### src/rtl/lsb_mem_port_if.sv
// LSB<->memory port bundle: request handshake from the LSB, memory issue/completion
// lines and the load-result return path. master = the lsb_mem_port side.
`ifndef LSB_WIDTH
`define LSB_WIDTH 4
`endif
`ifndef VAL_WIDTH
`define VAL_WIDTH 32
`endif
`ifndef ADDR_WIDTH
`define ADDR_WIDTH 32
`endif

interface lsb_mem_port_if;
  logic                   req_valid;
  logic                   req_ready;
  logic                   req_is_store;
  logic [`LSB_WIDTH-1:0]  req_id;
  logic [`ADDR_WIDTH-1:0] req_addr;
  logic [`VAL_WIDTH-1:0]  req_val;

  logic                   lsb2mem_load_req;
  logic [`ADDR_WIDTH-1:0] lsb2mem_load_addr;
  logic [`LSB_WIDTH-1:0]  lsb2mem_load_id;
  logic                   lsb2mem_store_req;
  logic [`ADDR_WIDTH-1:0] lsb2mem_store_addr;
  logic [`VAL_WIDTH-1:0]  lsb2mem_store_val;

  logic                   mem2lsb_load_en;
  logic [`LSB_WIDTH-1:0]  mem2lsb_load_id;
  logic [`VAL_WIDTH-1:0]  mem2lsb_load_val;
  logic                   mem2lsb_store_en;

  logic                   ld_done_valid;
  logic [`LSB_WIDTH-1:0]  ld_done_id;
  logic [`VAL_WIDTH-1:0]  ld_done_val;

  modport master (
    input  req_valid, req_is_store, req_id, req_addr, req_val,
    output req_ready,
    output lsb2mem_load_req, lsb2mem_load_addr, lsb2mem_load_id,
    output lsb2mem_store_req, lsb2mem_store_addr, lsb2mem_store_val,
    input  mem2lsb_load_en, mem2lsb_load_id, mem2lsb_load_val, mem2lsb_store_en,
    output ld_done_valid, ld_done_id, ld_done_val
  );

  modport slave (
    output req_valid, req_is_store, req_id, req_addr, req_val,
    input  req_ready,
    input  lsb2mem_load_req, lsb2mem_load_addr, lsb2mem_load_id,
    input  lsb2mem_store_req, lsb2mem_store_addr, lsb2mem_store_val,
    output mem2lsb_load_en, mem2lsb_load_id, mem2lsb_load_val, mem2lsb_store_en,
    input  ld_done_valid, ld_done_id, ld_done_val
  );
endinterface

### src/rtl/lsb_mem_port.sv
// LSB-side memory initiator: FIFO of load/store requests, one access in flight at a time.
// Define LSB_MEMPORT_PERF_EN to add the perf_ld_cnt/perf_st_cnt/perf_stall_cnt counters.
`ifndef LSB_WIDTH
`define LSB_WIDTH 4
`endif
`ifndef VAL_WIDTH
`define VAL_WIDTH 32
`endif
`ifndef ADDR_WIDTH
`define ADDR_WIDTH 32
`endif

module lsb_mem_port #(
  parameter int QDEPTH_LOG = 2
) (
  input  logic           clk,
  input  logic           rst_in,
  input  logic           rdy_in,
  input  logic           flush_in,
  lsb_mem_port_if.master bus
`ifdef LSB_MEMPORT_PERF_EN
  ,
  output logic [31:0]    perf_ld_cnt,
  output logic [31:0]    perf_st_cnt,
  output logic [31:0]    perf_stall_cnt
`endif
);
  localparam int QDEPTH = 1 << QDEPTH_LOG;
  localparam int ID_W   = `LSB_WIDTH;
  localparam int DATA_W = `VAL_WIDTH;
  localparam int ADDR_W = `ADDR_WIDTH;

  typedef enum logic [1:0] {IDLE = 2'd0, WAIT_LD = 2'd1, WAIT_ST = 2'd2} state_t;
  state_t state, state_n;

  logic              q_store   [QDEPTH];
  logic [ID_W-1:0]   q_id      [QDEPTH];
  logic [ADDR_W-1:0] q_addr    [QDEPTH];
  logic [DATA_W-1:0] q_val     [QDEPTH];
  logic              q_store_n [QDEPTH];
  logic [ID_W-1:0]   q_id_n    [QDEPTH];
  logic [ADDR_W-1:0] q_addr_n  [QDEPTH];
  logic [DATA_W-1:0] q_val_n   [QDEPTH];

  logic [QDEPTH_LOG-1:0] head, tail, head_n, tail_n, idx;
  logic [QDEPTH_LOG:0]   cnt, cnt_n, keep;

  logic              ready_en;
  logic              act, flush_act, enq, issue, head_store;
  logic [ID_W-1:0]   iss_id;
  logic [ADDR_W-1:0] iss_addr;
  logic [DATA_W-1:0] iss_val;

  logic              pend_ld, pend_st;
  logic [ID_W-1:0]   pend_id;
  logic [DATA_W-1:0] pend_val;
  logic              ld_hit, st_hit, ld_accept, st_accept;
  logic [ID_W-1:0]   hit_id;
  logic [DATA_W-1:0] hit_val;

  logic              done_vld_p1;
  logic [ID_W-1:0]   done_id_p1;
  logic [DATA_W-1:0] done_val_p1;

  // Nothing moves while rdy_in is low; flush beats both issue and enqueue.
  assign act        = rst_in && rdy_in;
  assign flush_act  = act && flush_in;
  assign bus.req_ready = rst_in && ready_en && (cnt != (QDEPTH_LOG+1)'(QDEPTH));
  assign enq        = act && bus.req_valid && bus.req_ready;
  assign head_store = q_store[head];
  assign issue      = act && !flush_in && (state == IDLE) && (cnt != '0);

  // Completions seen while frozen are replayed from the pending register.
  assign ld_hit    = bus.mem2lsb_load_en || pend_ld;
  assign hit_id    = bus.mem2lsb_load_en ? bus.mem2lsb_load_id  : pend_id;
  assign hit_val   = bus.mem2lsb_load_en ? bus.mem2lsb_load_val : pend_val;
  assign st_hit    = bus.mem2lsb_store_en || pend_st;
  assign ld_accept = act && !flush_in && (state == WAIT_LD) && ld_hit && (hit_id == iss_id);
  assign st_accept = act && (state == WAIT_ST) && st_hit;

  always_comb begin
    q_store_n = q_store;
    q_id_n    = q_id;
    q_addr_n  = q_addr;
    q_val_n   = q_val;
    head_n    = head;
    tail_n    = tail;
    cnt_n     = cnt;
    keep      = '0;
    idx       = '0;
    if (flush_act) begin
      // Compact surviving stores to slot 0 upward, preserving their order.
      for (int i = 0; i < QDEPTH; i++) begin
        idx = head + QDEPTH_LOG'(i);
        if (((QDEPTH_LOG+1)'(i) < cnt) && q_store[idx]) begin
          q_store_n[keep[QDEPTH_LOG-1:0]] = 1'b1;
          q_id_n[keep[QDEPTH_LOG-1:0]]    = q_id[idx];
          q_addr_n[keep[QDEPTH_LOG-1:0]]  = q_addr[idx];
          q_val_n[keep[QDEPTH_LOG-1:0]]   = q_val[idx];
          keep = keep + 1'b1;
        end
      end
      head_n = '0;
      tail_n = keep[QDEPTH_LOG-1:0];
      cnt_n  = keep;
      if (enq && bus.req_is_store) begin
        q_store_n[tail_n] = 1'b1;
        q_id_n[tail_n]    = bus.req_id;
        q_addr_n[tail_n]  = bus.req_addr;
        q_val_n[tail_n]   = bus.req_val;
        tail_n = tail_n + 1'b1;
        cnt_n  = cnt_n + 1'b1;
      end
    end else begin
      if (issue) begin
        head_n = head + 1'b1;
        cnt_n  = cnt_n - 1'b1;
      end
      if (enq) begin
        q_store_n[tail] = bus.req_is_store;
        q_id_n[tail]    = bus.req_id;
        q_addr_n[tail]  = bus.req_addr;
        q_val_n[tail]   = bus.req_val;
        tail_n = tail + 1'b1;
        cnt_n  = cnt_n + 1'b1;
      end
    end
  end

  always_ff @(posedge clk) begin
    if (!rst_in) state <= IDLE;
    else         state <= state_n;
  end

  always_comb begin
    state_n = state;
    if (act) begin
      case (state)
        IDLE:    if (issue) state_n = head_store ? WAIT_ST : WAIT_LD;
        WAIT_LD: if (flush_in || ld_accept) state_n = IDLE;
        WAIT_ST: if (st_accept) state_n = IDLE;
        default: state_n = IDLE;
      endcase
    end
  end

  // Request lines show the head entry on the issue cycle, then the latched copy.
  always_comb begin
    bus.lsb2mem_load_req   = 1'b0;
    bus.lsb2mem_load_addr  = '0;
    bus.lsb2mem_load_id    = '0;
    bus.lsb2mem_store_req  = 1'b0;
    bus.lsb2mem_store_addr = '0;
    bus.lsb2mem_store_val  = '0;
    case (state)
      IDLE: begin
        if (issue && head_store) begin
          bus.lsb2mem_store_req  = 1'b1;
          bus.lsb2mem_store_addr = q_addr[head];
          bus.lsb2mem_store_val  = q_val[head];
        end else if (issue) begin
          bus.lsb2mem_load_req  = 1'b1;
          bus.lsb2mem_load_addr = q_addr[head];
          bus.lsb2mem_load_id   = q_id[head];
        end
      end
      WAIT_LD: begin
        bus.lsb2mem_load_addr = iss_addr;
        bus.lsb2mem_load_id   = iss_id;
      end
      WAIT_ST: begin
        bus.lsb2mem_store_addr = iss_addr;
        bus.lsb2mem_store_val  = iss_val;
      end
      default: ;
    endcase
  end

  always_ff @(posedge clk) begin
    if (!rst_in) begin
      head        <= '0;
      tail        <= '0;
      cnt         <= '0;
      ready_en    <= 1'b0;
      pend_ld     <= 1'b0;
      pend_st     <= 1'b0;
      done_vld_p1 <= 1'b0;
      done_id_p1  <= '0;
      done_val_p1 <= '0;
    end else begin
      ready_en <= 1'b1;
      if (rdy_in) begin
        head        <= head_n;
        tail        <= tail_n;
        cnt         <= cnt_n;
        pend_ld     <= 1'b0;
        pend_st     <= 1'b0;
        done_vld_p1 <= ld_accept;
        if (ld_accept) begin
          done_id_p1  <= hit_id;
          done_val_p1 <= hit_val;
        end
      end else begin
        if (bus.mem2lsb_load_en)  pend_ld <= 1'b1;
        if (bus.mem2lsb_store_en) pend_st <= 1'b1;
        done_vld_p1 <= 1'b0;
      end
    end
  end

  always_ff @(posedge clk) begin
    if (rdy_in) begin
      q_store <= q_store_n;
      q_id    <= q_id_n;
      q_addr  <= q_addr_n;
      q_val   <= q_val_n;
      if (issue) begin
        iss_id   <= q_id[head];
        iss_addr <= q_addr[head];
        iss_val  <= q_val[head];
      end
    end else if (bus.mem2lsb_load_en) begin
      pend_id  <= bus.mem2lsb_load_id;
      pend_val <= bus.mem2lsb_load_val;
    end
  end

  // ---- stage p1: load result back to the LSB
  assign bus.ld_done_valid = done_vld_p1;
  assign bus.ld_done_id    = done_id_p1;
  assign bus.ld_done_val   = done_val_p1;

`ifdef LSB_MEMPORT_PERF_EN
  always_ff @(posedge clk) begin
    if (!rst_in) begin
      perf_ld_cnt    <= '0;
      perf_st_cnt    <= '0;
      perf_stall_cnt <= '0;
    end else if (rdy_in) begin
      if (ld_accept) perf_ld_cnt <= perf_ld_cnt + 32'd1;
      if (st_accept) perf_st_cnt <= perf_st_cnt + 32'd1;
      if (bus.req_valid && !bus.req_ready) perf_stall_cnt <= perf_stall_cnt + 32'd1;
    end
  end
`endif

endmodule

### src/flat_wrapper.sv
// flat-port wrapper written by rule: the top's interface ports become plain ports
module lsb_mem_port_flat 
#(
  parameter int QDEPTH_LOG = 2
)
  (clk, rst_in, rdy_in, flush_in, bus_req_valid, bus_req_is_store, bus_req_id, bus_req_addr, bus_req_val, bus_req_ready, bus_lsb2mem_load_req, bus_lsb2mem_load_addr, bus_lsb2mem_load_id, bus_lsb2mem_store_req, bus_lsb2mem_store_addr, bus_lsb2mem_store_val, bus_mem2lsb_load_en, bus_mem2lsb_load_id, bus_mem2lsb_load_val, bus_mem2lsb_store_en, bus_ld_done_valid, bus_ld_done_id, bus_ld_done_val);
  lsb_mem_port_if bus_i ();
  input  logic clk;
  input  logic rst_in;
  input  logic rdy_in;
  input  logic flush_in;
  input wire logic [$bits(bus_i.req_valid)-1:0] bus_req_valid;
  input wire logic [$bits(bus_i.req_is_store)-1:0] bus_req_is_store;
  input wire logic [$bits(bus_i.req_id)-1:0] bus_req_id;
  input wire logic [$bits(bus_i.req_addr)-1:0] bus_req_addr;
  input wire logic [$bits(bus_i.req_val)-1:0] bus_req_val;
  output wire logic [$bits(bus_i.req_ready)-1:0] bus_req_ready;
  output wire logic [$bits(bus_i.lsb2mem_load_req)-1:0] bus_lsb2mem_load_req;
  output wire logic [$bits(bus_i.lsb2mem_load_addr)-1:0] bus_lsb2mem_load_addr;
  output wire logic [$bits(bus_i.lsb2mem_load_id)-1:0] bus_lsb2mem_load_id;
  output wire logic [$bits(bus_i.lsb2mem_store_req)-1:0] bus_lsb2mem_store_req;
  output wire logic [$bits(bus_i.lsb2mem_store_addr)-1:0] bus_lsb2mem_store_addr;
  output wire logic [$bits(bus_i.lsb2mem_store_val)-1:0] bus_lsb2mem_store_val;
  input wire logic [$bits(bus_i.mem2lsb_load_en)-1:0] bus_mem2lsb_load_en;
  input wire logic [$bits(bus_i.mem2lsb_load_id)-1:0] bus_mem2lsb_load_id;
  input wire logic [$bits(bus_i.mem2lsb_load_val)-1:0] bus_mem2lsb_load_val;
  input wire logic [$bits(bus_i.mem2lsb_store_en)-1:0] bus_mem2lsb_store_en;
  output wire logic [$bits(bus_i.ld_done_valid)-1:0] bus_ld_done_valid;
  output wire logic [$bits(bus_i.ld_done_id)-1:0] bus_ld_done_id;
  output wire logic [$bits(bus_i.ld_done_val)-1:0] bus_ld_done_val;
  assign bus_i.req_valid = bus_req_valid;
  assign bus_i.req_is_store = bus_req_is_store;
  assign bus_i.req_id = bus_req_id;
  assign bus_i.req_addr = bus_req_addr;
  assign bus_i.req_val = bus_req_val;
  assign bus_req_ready = bus_i.req_ready;
  assign bus_lsb2mem_load_req = bus_i.lsb2mem_load_req;
  assign bus_lsb2mem_load_addr = bus_i.lsb2mem_load_addr;
  assign bus_lsb2mem_load_id = bus_i.lsb2mem_load_id;
  assign bus_lsb2mem_store_req = bus_i.lsb2mem_store_req;
  assign bus_lsb2mem_store_addr = bus_i.lsb2mem_store_addr;
  assign bus_lsb2mem_store_val = bus_i.lsb2mem_store_val;
  assign bus_i.mem2lsb_load_en = bus_mem2lsb_load_en;
  assign bus_i.mem2lsb_load_id = bus_mem2lsb_load_id;
  assign bus_i.mem2lsb_load_val = bus_mem2lsb_load_val;
  assign bus_i.mem2lsb_store_en = bus_mem2lsb_store_en;
  assign bus_ld_done_valid = bus_i.ld_done_valid;
  assign bus_ld_done_id = bus_i.ld_done_id;
  assign bus_ld_done_val = bus_i.ld_done_val;
  lsb_mem_port #(.QDEPTH_LOG(QDEPTH_LOG)) u_core (.clk(clk), .rst_in(rst_in), .rdy_in(rdy_in), .flush_in(flush_in), .bus(bus_i));
endmodule
### config.mk
export PLATFORM = sky130hd
export DESIGN_NAME = lsb_mem_port_flat
export DESIGN_NICKNAME = d
export VERILOG_FILES = /design/src/rtl/lsb_mem_port_if.sv /design/src/rtl/lsb_mem_port.sv /design/src/flat_wrapper.sv
export SDC_FILE = /design/constraint.sdc
export NUM_CORES = 2
export LEC_CHECK = 0
export BUFFER_PORTS_ARGS = -buffer_cell sky130_fd_sc_hd__buf_4
export CAP_MARGIN = 5
export CORE_ASPECT_RATIO = 1.25
export CORE_MARGIN = 3
export CORE_UTILIZATION = 40
export CTS_BUF_LIST = sky130_fd_sc_hd__clkbuf_4 sky130_fd_sc_hd__clkbuf_8 sky130_fd_sc_hd__clkbuf_16
export DETAILED_ROUTE_END_ITERATION = 7
export SYNTH_ARGS = -nofsm -noshare
export SYNTH_HDL_FRONTEND = slang
export SYNTH_SLANG_ARGS = --single-unit
### constraint.sdc
create_clock -name clk -period 5.6 [get_ports clk]
set_input_delay 0.84 -clock clk [delete_from_list [all_inputs] [get_ports clk]]
set_output_delay 0.84 -clock clk [all_outputs]
set_load 0.005 [all_outputs]
==> run metrics <==
Worst-Skew Late Latency 0.62 ns; hold-fix buffers at CTS 0; outcome finished, final reports clean; register bit count reported by yosys around 430; Post-Layout Cell Count 4,372; Mean Syn Cell Area approximately 9.9 um^2; Hold Path Sink u_core.bus.ld_done_val[2]; end of the worst register-to-register path u_core.q_val[17]; total power approximately 8.4 mW; worst endpoint required time approximately 4.8 ns; reg-to-reg slack, setup between 1 and 1.5 ns; CTS max path bufs 3; first-pass GRT wire length 173 mm; Placement Cell Area about 35,000 um^2; initial antenna violation count 3; final hold viol count 0; Crit path buffers/inverters 3; Total Neg Setup Slack 0 ns; FP Rows between 100 and 150; filler instances about 7,600; Setup Skew between 0.015 and 0.02 ns; 1st-pass router iterations 6; RSZ-0062 raised after global routing no; Multi-input gate area roughly 18,000 um^2; FF/Latch Area roughly 12,000 um^2; maxcap violations 0; syn_nets approximately 3,400; Post-synth ARST share 0; FF-to-FF Start u_core.head[0]; Die W approximately 260 um; layout cells sized above 1 0.186; Arr. time, crit path slightly below 4 ns; post-synth top area cell edfxtp_1; Setup WS pre-CTS 1.15 ns; Final min period between 4 and 5 ns; Cells after Synth 3,251; Slew headroom 0.174; violation count after the first detailed-route iteration a little over 3,000; Post-Place Cells around 4,300; Power Internal 6.06 mW; hold_sp u_core.bus.ld_done_val[2]; fin area 36,400 um^2; Critical Path, Cell by Cell buf_4 -> buf_12 -> mux2i_1 -> mux2i_1 -> a22o_1 -> buf_4; Hold Crit Class register to register; WS Path Type register to output port; drt wl/cell around 26 um; CTS root buf clkbuf_16; vias per cell 6.51; Remaining DRCs 0; crit-path leading delay family buffers and inverters; Die ar. about 84,000 um^2; CTS HTree Levels 2; final worst setup slack between 0.8 and 0.9 ns; Initial Utilization 0.406; Top FF cell, synth edfxtp_1; largest net degree at the start of global routing approximately 210; Largest stage delay, worst path 0.74 ns; Routed Antenna Nets 0; RePlAce Congestion between 0.8 and 0.9; gr ovfl total 0; PostCTS Resize Cnt 0; share of power burned in registers 0.445; Post-Synthesis Cell Area between 30,000 and 40,000 um^2; Sink Count about 430; Comb power frac 0.165; Nets between 3,000 and 4,000; hold depth 2; Num CTS Buffers about 50; Final period util 0.841; endpoints failing setup 0; post-layout utilization of the core 0.460; R2R cell count 10; LEAKAGE 11.8 nW; Area Overhead vs Synth 13.2%; switch share 0.276; Pwr per Cell Area roughly 230 nW/um^2; IO Count around 250; Yosys top cell area share 0.355; Worst Tran Pin Value around 1.2 ns; Post-CTS Setup Inserts 0; hold_ws between 0.4 and 0.5 ns; Synth Warn # 0; Port-buffer cells ~250; wirelength, routed approximately 120 mm; Post-synth EDFFs 380; VDD IR-drop max between 0.15 and 0.2 mV; CTS tree done; Via Count approximately 28,000; Clk pwr share 0.390; Die Y ~320 um; most area-consuming cells after synthesis edfxtp_1 (35%), mux2i_1 (13%), nand2_1 (6.6%); endpoint type of the worst setup path output port; CP Launch Type register; post-synthesis cell type count 56; CP max-delay cell buf_4; post-DP HPWL ~66 mm; core area 79,100 um^2; GRT Util Overall 0.265; Pins Over Slew Limit 0; worst-path maximum fanout 149; sequential fraction of the synthesis area 0.385; clock slew at reported path FFs around 0.070 ns; vias in the first global route roughly 28,000; top achievable clock speed between 200 and 250 MHz; Switch Pwr around 2.3 mW
[layout by cell type (no fill, tap or decap), types with 37 or more instances in the layout]
| cell type | netlist | routed |
|---|---|---|
| dfxtp_1 | 49 | 47 |
| edfxtp_1 | 380 | 380 |
| mux2i_1 | 413 | 413 |
| nor2_1 | 96 | 91 |
| nand2_1 | 562 | 554 |
| a21boi_0 | 37 | 37 |
| a32o_1 | 198 | 198 |
| nand3_1 | 130 | 129 |
| o22ai_1 | 68 | 68 |
| o21ai_0 | 215 | 215 |
| a31oi_1 | 65 | 65 |
| mux2_2 | 103 | 103 |
| a22o_1 | 174 | 170 |
| nor2b_1 | 71 | 69 |
| mux4_2 | 72 | 72 |
| a211o_1 | 59 | 59 |
| buf_4 | 7 | 303 |
| a211oi_1 | 68 | 68 |
| clkbuf_16 | 0 | 53 |
[cell type report]
class	count	area share
Clock inverter	12	0.00165
Timing Repair Buffer	317	0.0702
Antenna cell	3	0.000206
Clock buffer	76	0.0420
Inverter	16	0.00179
Tap cell	1053	0.0362
Multi-Input combinational cell	2466	0.507
Sequential cell	429	0.341
[layer usage]
layer | vias up | part of all wire | GRT usage | wire, um
li1 | 12700 | - | - | -
met1 | 14100 | 0.40 | 0.338 | 45700
met2 | 1376 | 0.49 | 0.452 | 56300
met3 | 283 | 0.080 | 0.0400 | 9210
met4 | 2 | 0.036 | 0.106 | 4150
met5 | - | 0.00017 | 0 | 20
[power by group through the flow]
stage / clock [mW] / sequential (mW) / combinational (mW)
2_1_floorplan: 0 / 3.77 / 0.918
3_3_place_gp: 0 / 3.79 / 1.34
3_5_place_dp: 0 / 3.79 / 1.36
4_1_cts: 3.33 / 3.72 / 1.36
5_1_grt: 3.45 / 3.74 / 1.49
6_report: 3.27 / 3.73 / 1.38
[sequential cells by signal (all words and copies together) (netlist names)]
signal	cells
u_core.pend_val	32
u_core.iss_val	32
u_core.q_id	16
u_core.q_store	4
u_core.ready_en	1
u_core.head	2
u_core.bus.ld_done_id	4
u_core.q_addr	128
u_core.bus.ld_done_val	32
u_core.bus.ld_done_valid	1
u_core.pend_id	4
u_core.cnt	3
u_core.state	2
u_core.iss_id	4
u_core.q_val	128
u_core.pend_ld	1
u_core.tail	2
u_core.iss_addr	32
u_core.pend_st	1
[worst max-delay path by stage]
stage	to	start	cells past startpoint	slack, ns
finish	bus_lsb2mem_load_addr[8]	u_core.head[1]	6	0.89
global route	bus_lsb2mem_load_addr[8]	u_core.head[1]	6	0.66
detailed placement	u_core.q_val[12]	u_core.head[0]	10	1.15
CTS	bus_lsb2mem_load_addr[22]	u_core.head[1]	6	0.84
global placement	u_core.q_val[25]	u_core.head[0]	10	1.24
floorplan	u_core.q_val[104]	u_core.head[0]	19	1.28
[Yosys cell counts (all sizes together), types with 2 or more instances]
cell,instances
nand2b,8
ha,15
nor2,96
a211oi,68
mux2i,413
dfxtp,49
nand3,130
o22ai,68
and3,13
xnor2,7
a21boi,37
o21a,2
edfxtp,380
o2bb2ai,8
or3,5
nor3,15
clkbuf,198
a32o,198
o31ai,8
nand2,562
and3b,2
and2,7
a22o,174
a211o,59
mux2,103
nand4,3
buf,142
a21oi,17
nor2b,71
o21ai,215
inv,16
a31oi,65
xor2,7
nor4,2
mux4,72
a21o,3
[worst reg2reg max path, stage by stage (launching register included)]
cell and delay, ns:
dfxtp_4 0.43, buf_4 0.56, mux4_2 0.71, and3_4 0.24
or2_1 0.32, ha_1 0.36, or3_1 0.13, o32ai_2 0.10
nor2_4 0.87, buf_12 0.41, a32o_1 0.26
[cell families (layout without fill, tap and decap cells)]
logic type               count (synthesis)  count (layout)  synth area share
other                                    0               3                 0
buffers and inverters                  356             421            0.0474
multiplexers                           588             588             0.215
XOR/XNOR                                14              14           0.00381
flip-flops                             429             429             0.385
adder cells (fa/ha/maj)                 16              16           0.00626
AND/OR/NAND/NOR                        916             916             0.122
AO/OA/AOI/OAI                          932             932             0.220
Note: power is estimated with default switching activity, not from simulation.
